## config.mk

```make
export PLATFORM = sky130hd
export DESIGN_NAME = pim_dma_loader
export DESIGN_NICKNAME = d
export VERILOG_FILES = /design/src/rtl/pim_dma_pkg.sv /design/src/rtl/pim_dma_regs.sv /design/src/rtl/pim_dma_loader.sv
export SDC_FILE = /design/constraint.sdc
export NUM_CORES = 1
export LEC_CHECK = 0
export CORE_ASPECT_RATIO = 0.75
export CORE_UTILIZATION = 50
export CTS_BUF_LIST = sky130_fd_sc_hd__clkbuf_8
export DETAILED_ROUTE_END_ITERATION = 16
export PLACE_DENSITY_LB_ADDON = 0.12
export SLEW_MARGIN = 20
export SYNTH_ARGS = -nofsm -noshare
export SYNTH_HDL_FRONTEND = slang
export SYNTH_HIERARCHICAL = 1
export SYNTH_SLANG_ARGS = --single-unit
```

## constraint.sdc

```tcl
create_clock -name clk -period 5.55 [get_ports clk]
set_input_delay 1.665 -clock clk [delete_from_list [all_inputs] [get_ports clk]]
set_output_delay 1.665 -clock clk [all_outputs]
set_load 0.03 [all_outputs]
```

## src/rtl/pim_dma_pkg.sv

```systemverilog
// pim_dma_pkg: shared FSM state type, register offsets and status bit
// positions for the PIM DMA loader.
package pim_dma_pkg;

  typedef enum logic [2:0] {
    IDLE,
    CHECK,
    READ,
    WAIT,
    WRITE,
    FIN
  } dma_state_t;

  // Register word offsets inside the 16-byte window (riscv_addr[3:2]).
  localparam logic [1:0] REG_SRC  = 2'd0;
  localparam logic [1:0] REG_DST  = 2'd1;
  localparam logic [1:0] REG_LEN  = 2'd2;
  localparam logic [1:0] REG_CTRL = 2'd3;

  // CTRL write bits.
  localparam int CTRL_START = 0;
  localparam int CTRL_CLEAR = 1;

  // STATUS read bits.
  localparam int STAT_BUSY = 0;
  localparam int STAT_DONE = 1;
  localparam int STAT_ERR  = 2;

  function automatic logic [31:0] status_word(input logic err,
                                              input logic done,
                                              input logic busy);
    logic [31:0] w;
    w            = '0;
    w[STAT_BUSY] = busy;
    w[STAT_DONE] = done;
    w[STAT_ERR]  = err;
    return w;
  endfunction

endpackage

```

## src/rtl/pim_dma_regs.sv

```systemverilog
// pim_dma_regs: CPU-visible register window of the PIM DMA loader.
// Decodes the 16-byte window, holds SRC/DST/LEN and the sticky DONE/ERR
// flags, produces the start pulse and the registered read data.
module pim_dma_regs
  import pim_dma_pkg::*;
#(
  parameter logic [31:0] BASE_ADDR = 32'h0000_3000,
  parameter int          AW        = 10
) (
  input  logic          clk,
  input  logic          rstN,
  input  logic [31:0]   riscv_addr,
  input  logic [31:0]   riscv_wdata,
  input  logic [3:0]    riscv_wmask,
  input  logic          riscv_rstrb,
  output logic [31:0]   riscv_rdata,
  input  logic          busy,
  input  logic          done_set,
  input  logic          err_set,
  output logic [AW-1:0] src_cfg,
  output logic [AW-1:0] dst_cfg,
  output logic [AW:0]   len_cfg,
  output logic          start
);

  logic          sel;
  logic          wr_en;
  logic [1:0]    word_sel;
  logic          cfg_wr;
  logic          ctrl_wr;
  logic          clear;
  logic [AW-1:0] src_reg;
  logic [AW-1:0] dst_reg;
  logic [AW:0]   len_reg;
  logic          done_reg;
  logic          done_next;
  logic          err_reg;
  logic          err_next;
  logic [31:0]   rdata_reg;
  logic [31:0]   rdata_next;
  logic          unused_bits;

  // Only whole-word writes are honoured; byte lanes and sub-word addresses
  // carry no meaning for these registers.
  assign sel         = (riscv_addr[31:4] == BASE_ADDR[31:4]);
  assign wr_en       = sel && (riscv_wmask == 4'hF);
  assign word_sel    = riscv_addr[3:2];
  assign cfg_wr      = wr_en && !busy;
  assign ctrl_wr     = wr_en && (word_sel == REG_CTRL);
  assign clear       = ctrl_wr && riscv_wdata[CTRL_CLEAR];
  assign start       = ctrl_wr && riscv_wdata[CTRL_START] && !busy;
  assign unused_bits = ^{riscv_addr[1:0], riscv_wdata[31:AW+1]};

  // Copy parameters; frozen while a copy owns the RAM ports.
  always_ff @(posedge clk or negedge rstN) begin
    if (!rstN) begin
      src_reg <= '0;
      dst_reg <= '0;
      len_reg <= '0;
    end else if (cfg_wr) begin
      if (word_sel == REG_SRC) src_reg <= riscv_wdata[AW-1:0];
      if (word_sel == REG_DST) dst_reg <= riscv_wdata[AW-1:0];
      if (word_sel == REG_LEN) len_reg <= riscv_wdata[AW:0];
    end
  end

  // Sticky flags: a clear request applies first, an engine event overrides it.
  always_comb begin
    done_next = done_reg;
    err_next  = err_reg;
    if (clear) begin
      done_next = 1'b0;
      err_next  = 1'b0;
    end
    if (done_set) done_next = 1'b1;
    if (err_set)  err_next  = 1'b1;
  end

  // Status flag registers.
  always_ff @(posedge clk or negedge rstN) begin
    if (!rstN) begin
      done_reg <= 1'b0;
      err_reg  <= 1'b0;
    end else begin
      done_reg <= done_next;
      err_reg  <= err_next;
    end
  end

  // Read mux; anything other than a selected read returns zero.
  always_comb begin
    rdata_next = '0;
    if (riscv_rstrb && sel) begin
      case (word_sel)
        REG_SRC:  rdata_next = 32'(src_reg);
        REG_DST:  rdata_next = 32'(dst_reg);
        REG_LEN:  rdata_next = 32'(len_reg);
        default:  rdata_next = status_word(err_reg, done_reg, busy);
      endcase
    end
  end

  // Read data is registered and valid the cycle after the strobe.
  always_ff @(posedge clk or negedge rstN) begin
    if (!rstN) rdata_reg <= '0;
    else       rdata_reg <= rdata_next;
  end

  assign riscv_rdata = rdata_reg;
  assign src_cfg     = src_reg;
  assign dst_cfg     = dst_reg;
  assign len_cfg     = len_reg;

endmodule

```

## src/rtl/pim_dma_loader.sv

```systemverilog
// pim_dma_loader: memory-mapped word copy engine RAM1 -> RAM2 used to load
// the PIM memory before the PIM core runs. One word is moved every RD_LAT+2
// cycles: READ issues the read, WAIT covers the RAM latency and captures the
// word on its last cycle, WRITE stores it.
// Optional feature: define PIM_DMA_RST_EN to add the pim_rstN output that
// keeps the PIM core in reset until a load has completed successfully.
module pim_dma_loader
  import pim_dma_pkg::*;
#(
  parameter logic [31:0] BASE_ADDR = 32'h0000_3000,
  parameter int          AW        = 10,
  parameter int          RD_LAT    = 2
) (
  input  logic          clk,
  input  logic          rstN,
  input  logic [31:0]   riscv_addr,
  input  logic [31:0]   riscv_wdata,
  input  logic [3:0]    riscv_wmask,
  input  logic          riscv_rstrb,
  output logic [31:0]   riscv_rdata,
  output logic          busy,
  output logic [AW-1:0] src_addr,
  output logic          src_rden,
  input  logic [31:0]   src_rdata,
  output logic [AW-1:0] dst_addr,
  output logic [31:0]   dst_wdata,
  output logic          dst_wen,
  output logic [3:0]    dst_byteena
`ifdef PIM_DMA_RST_EN
  ,
  output logic          pim_rstN
`endif
);

  localparam logic [1:0]  WAIT_LAST = 2'(RD_LAT - 1);
  localparam logic [AW+1:0] RAM_LIMIT = {2'b01, {AW{1'b0}}};

  dma_state_t    state_reg;
  dma_state_t    state_next;
  logic [AW:0]   idx_reg;
  logic [AW:0]   idx_plus;
  logic [1:0]    wait_cnt_reg;
  logic [31:0]   data_reg;
  logic [AW-1:0] src_cfg;
  logic [AW-1:0] dst_cfg;
  logic [AW:0]   len_cfg;
  logic          start;
  logic          done_set;
  logic          err_set;
  logic          len_zero;
  logic          range_err;
  logic [AW+1:0] src_end;
  logic [AW+1:0] dst_end;

  pim_dma_regs #(
    .BASE_ADDR (BASE_ADDR),
    .AW        (AW)
  ) u_regs (
    .clk         (clk),
    .rstN        (rstN),
    .riscv_addr  (riscv_addr),
    .riscv_wdata (riscv_wdata),
    .riscv_wmask (riscv_wmask),
    .riscv_rstrb (riscv_rstrb),
    .riscv_rdata (riscv_rdata),
    .busy        (busy),
    .done_set    (done_set),
    .err_set     (err_set),
    .src_cfg     (src_cfg),
    .dst_cfg     (dst_cfg),
    .len_cfg     (len_cfg),
    .start       (start)
  );

  // Range check is done with two spare bits so SRC+LEN can never wrap.
  assign src_end   = {2'b00, src_cfg} + {1'b0, len_cfg};
  assign dst_end   = {2'b00, dst_cfg} + {1'b0, len_cfg};
  assign range_err = (src_end > RAM_LIMIT) || (dst_end > RAM_LIMIT);
  assign len_zero  = (len_cfg == '0);
  assign idx_plus  = idx_reg + (AW+1)'(1);

  // State register.
  always_ff @(posedge clk or negedge rstN) begin
    if (!rstN) state_reg <= IDLE;
    else       state_reg <= state_next;
  end

  // Next-state logic.
  always_comb begin
    state_next = state_reg;
    case (state_reg)
      IDLE:  if (start) state_next = CHECK;
      CHECK: begin
        if (len_zero)       state_next = FIN;
        else if (range_err) state_next = IDLE;
        else                state_next = READ;
      end
      READ:  state_next = WAIT;
      WAIT:  if (wait_cnt_reg == WAIT_LAST) state_next = WRITE;
      WRITE: state_next = (idx_plus == len_cfg) ? FIN : READ;
      FIN:   state_next = IDLE;
      default: state_next = IDLE;
    endcase
  end

  // Output logic; RAM ports are idle (all zero) outside their active state.
  always_comb begin
    busy      = 1'b1;
    src_rden  = 1'b0;
    src_addr  = '0;
    dst_wen   = 1'b0;
    dst_addr  = '0;
    dst_wdata = '0;
    done_set  = 1'b0;
    err_set   = 1'b0;
    case (state_reg)
      IDLE:  busy = 1'b0;
      CHECK: err_set = !len_zero && range_err;
      READ: begin
        src_rden = 1'b1;
        src_addr = src_cfg + idx_reg[AW-1:0];
      end
      WRITE: begin
        dst_wen   = 1'b1;
        dst_addr  = dst_cfg + idx_reg[AW-1:0];
        dst_wdata = data_reg;
      end
      FIN:   done_set = 1'b1;
      default: ;
    endcase
  end

  // All byte lanes are written together.
  generate
    for (genvar gi = 0; gi < 4; gi++) begin : g_byteena
      assign dst_byteena[gi] = dst_wen;
    end
  endgenerate

  // Datapath: word index, latency counter and captured read word.
  always_ff @(posedge clk or negedge rstN) begin
    if (!rstN) begin
      idx_reg      <= '0;
      wait_cnt_reg <= '0;
      data_reg     <= '0;
    end else begin
      if (state_reg == CHECK) idx_reg <= '0;
      if (state_reg == WRITE) idx_reg <= idx_plus;
      if (state_reg == READ)  wait_cnt_reg <= '0;
      if (state_reg == WAIT)  wait_cnt_reg <= wait_cnt_reg + 2'd1;
      if (state_reg == WAIT && wait_cnt_reg == WAIT_LAST) data_reg <= src_rdata;
    end
  end

`ifdef PIM_DMA_RST_EN
  logic pim_rst_reg;

  // PIM core stays in reset from any start until that load finishes cleanly.
  always_ff @(posedge clk or negedge rstN) begin
    if (!rstN)                  pim_rst_reg <= 1'b0;
    else if (start)             pim_rst_reg <= 1'b0;
    else if (state_reg == FIN)  pim_rst_reg <= 1'b1;
  end

  assign pim_rstN = pim_rst_reg;
`endif

endmodule

```

==> results.sh <==
export IMPL_status="completed"
export IMPL_viasPerCell=5.583
export IMPL_pwr_share_comb_pct=9.5
export IMPL_ys_async_sr_fraction_pct=100.0
export IMPL_post_place_ws_ps=756.9
export IMPL_area_growth_pct=26.72
export IMPL_track_usage_pct=26.17
export IMPL_hp_class="reg2reg"
export IMPL_portBuffers=149
export IMPL_max_freq_mhz=190.9
export IMPL_pwr_share_seq_pct=56.7
export IMPL_design_area_um2=8135
export IMPL_finalCritPeriodShare_pct=94.36
export IMPL_clock_path_buffers=2
export IMPL_dpl_cell_area_um2=7968
export IMPL_ys_seq_area_share_pct=35.86
export IMPL_ys_ff_latch=92
export IMPL_cts_sinks=92
export IMPL_wl_per_cell_um=17.45
export IMPL_postSynthCellCount=650
export IMPL_cts_setup_buffers=0
export IMPL_crit_fanout=8
export IMPL_path_cells="ha_1 -> a21o_1 -> a21oi_1 -> nor2b_1 -> o21a_1 -> o41ai_1 -> o21ai_0 -> xnor2_1 -> nor2_1 -> clkdlybuf4s50_1"
export IMPL_drv_cap=0
export IMPL_rsz0062_at_grt="no"
export IMPL_largest_reg_flops=32
export IMPL_drtAntennaViolNets=0
export IMPL_numCtsBuffers=9
export IMPL_final_common_cell="clkdlybuf4s50_1"
export IMPL_grt_max_degree=68
export IMPL_grt_pass1_wl_mm=27.37
export IMPL_die_x_um=132.8
export IMPL_fin_setup_tns_ps=0
export IMPL_drv_slew=0
export IMPL_htree_levels=3
export IMPL_critPathRequiredTime_ps=3880
export IMPL_post_cts_resized=0
export IMPL_cp_arrival_ps=3570
export IMPL_layout_drive_gt1_share_pct=13.03
export IMPL_routed_wl_mm=16.82
export IMPL_setup_viol=0
export IMPL_worstSetupStartpointType="register"
export IMPL_yosysWarningCount=6
export IMPL_final_cell_mix="clkdlybuf4s50_1 (148), dfrtp_1 (92), mux2_2 (63), nor2_1 (54), ha_1 (40)"
export IMPL_fin_util_pct=65.64
export IMPL_num_antenna_cells=0
export IMPL_place_congestion=0.9279
export IMPL_timing_final_ws_setup_ps=312.9
export IMPL_synth_top_flop_cell="dfrtp_1"
export IMPL_tightest_slew_ps=856.2
export IMPL_path_clk_slew_ps=90
export IMPL_sw_frac_of_total_pct=25.21
export IMPL_finalHoldViolations=0
export IMPL_ctsHoldBuffers=0
export IMPL_dr_first_iter_drc_count=420
export IMPL_dp_hpwl_mm=12.75
export IMPL_slowest_delay_ps=670
export IMPL_vias=5382
export IMPL_io_pin_count=194
export IMPL_endpoint_kind="output port"
export IMPL_power_internal_uw=905.6
export IMPL_initial_core_util_pct=51.80
export IMPL_p_leak_uw=0.003638
export IMPL_relSlewSlack_pct=42.92
export IMPL_avgSynthCellArea_um2=9.877
export IMPL_drc_errors=0
export IMPL_synth_edf_count=0
export IMPL_clk_latency_ps=370
export IMPL_vdd_ir_drop_max_v=0.0001082
export IMPL_power_density_nw_per_um2=148.8
export IMPL_clkPwrFrac_pct=33.9
export IMPL_nNetsFinal=940
export IMPL_cts_root_buf="clkbuf_8"
export IMPL_fin_skew_ps=12.26
export IMPL_grt_antenna_before_repair=0
export IMPL_synth_cell_types=63
export IMPL_core_area_um2=12390
export IMPL_timing_final_crit_period_ps=5237
export IMPL_slowest_stage="clkdlybuf4s50_1"
export IMPL_drt_pass1_iterations=6
export IMPL_power_switching_uw=305.2
export IMPL_die_area_um2=13300
export IMPL_die_h_um=100.1
export IMPL_overflow=0
export IMPL_grt_pass1_vias=5350
export IMPL_syn_area_um2=6420
export IMPL_cts_tree="yes"
export IMPL_std_cell_rows=35
export IMPL_critPathKind="reg2out"
## area by class of cell
class	instances	area, um^2
fill	1020	4258
clock buffer	9	123.9
multi-input combinational	506	3804
timing repair buffer	158	1556
tap	166	207.7
inverter	26	97.59
sequential	92	2302
clock inverter	7	43.79
## cell usage after synthesis, types with 3 or more instances
cell	n	area, um^2
nor2_1	54	202.7
or3_1	6	37.54
a21oi_1	29	145.1
fa_1	4	80.08
a31oi_1	5	31.28
xnor2_1	29	254.0
a211oi_1	3	22.52
mux2i_1	8	80.08
nor3b_1	3	22.52
and4_1	3	26.28
xor2_1	16	140.1
a2111oi_0	3	26.28
o21bai_1	8	60.06
nand4_1	9	56.30
nor3_1	13	65.06
buf_6	3	33.78
nand2b_1	9	56.30
nand2_1	27	101.4
a21o_1	11	82.58
o31ai_1	5	37.54
mux2_2	63	709.4
mux4_2	3	67.56
ha_1	40	500.5
buf_4	27	202.7
dfrtp_1	92	2302
nor2b_1	8	50.05
inv_1	26	97.59
clkbuf_1	14	52.55
nand3_1	11	55.05
nor4_1	9	56.30
o21a_1	6	45.04
o21ai_0	26	130.1
and2_1	38	237.7
## cells by family after synthesis
logic type / after synthesis / share of synthesized area (%)
buffers and inverters: 72 / 6.158
multiplexers: 74 / 13.35
other: 1 / 0.05841
AO/OA/AOI/OAI: 118 / 12.01
AND/OR/NAND/NOR: 204 / 17.38
flip-flops: 92 / 35.86
adder cells (fa/ha/maj): 44 / 9.043
XOR/XNOR: 45 / 6.139
## final timing paths
path                                   startpoint           endpoint  slack [ps]  cells after the start
min in group asynchronous                    rstN       data_reg[25]        1380                      1
worst max register to register  u_regs/len_cfg[0]     u_regs/err_reg        2220                     12
worst min-delay path                 data_reg[17]       data_reg[17]         500                      1
max in group asynchronous                    rstN  u_regs/len_cfg[4]        3290                      2
worst max-delay path                   idx_reg[1]        src_addr[9]         310                     10
worst min register to register       data_reg[17]       data_reg[17]         500                      1
## worst max-delay path, delay by kind of cell (launching register included)
kind / cells / cell delay [ps]
flops: 1 / 510
buf+inv: 1 / 670
simple gates: 2 / 190
compound gates: 5 / 1320
xor+xnor: 1 / 170
fa+ha+maj: 1 / 350
## metal layers
| layer | wire length [um] | track usage (%) |
|---|---|---|
| met3 | 1332 | 5.909 |
| met1 | 7821 | 36.06 |
| met5 | 0 | 0 |
| met2 | 7423 | 41.72 |
| met4 | 243 | 6.897 |
## per-stage QoR
| step | hold WS [ps] | std cells | power, uW |
|---|---|---|---|
| 2_1_floorplan | 449.8 | 670 | 747.6 |
| 3_3_place_gp | 466.0 | 948 | 811.9 |
| 3_5_place_dp | 485.0 | 948 | 815.7 |
| 4_1_cts | 505.9 | 964 | 1223 |
| 5_1_grt | 522.6 | 964 | 1260 |
| 6_report | 502.4 | 964 | 1211 |
## power by group through the flow
stage | Clock, uW | Sequential [uW] | Combinational, uW
4_1_cts | 421 | 687 | 116
3_3_place_gp | 0 | 699 | 113
5_1_grt | 449 | 688 | 123
6_report | 410 | 686 | 114
3_5_place_dp | 0 | 700 | 116
2_1_floorplan | 0 | 698 | 49.5
No activity file was read; power rests on OpenSTA's default activity.
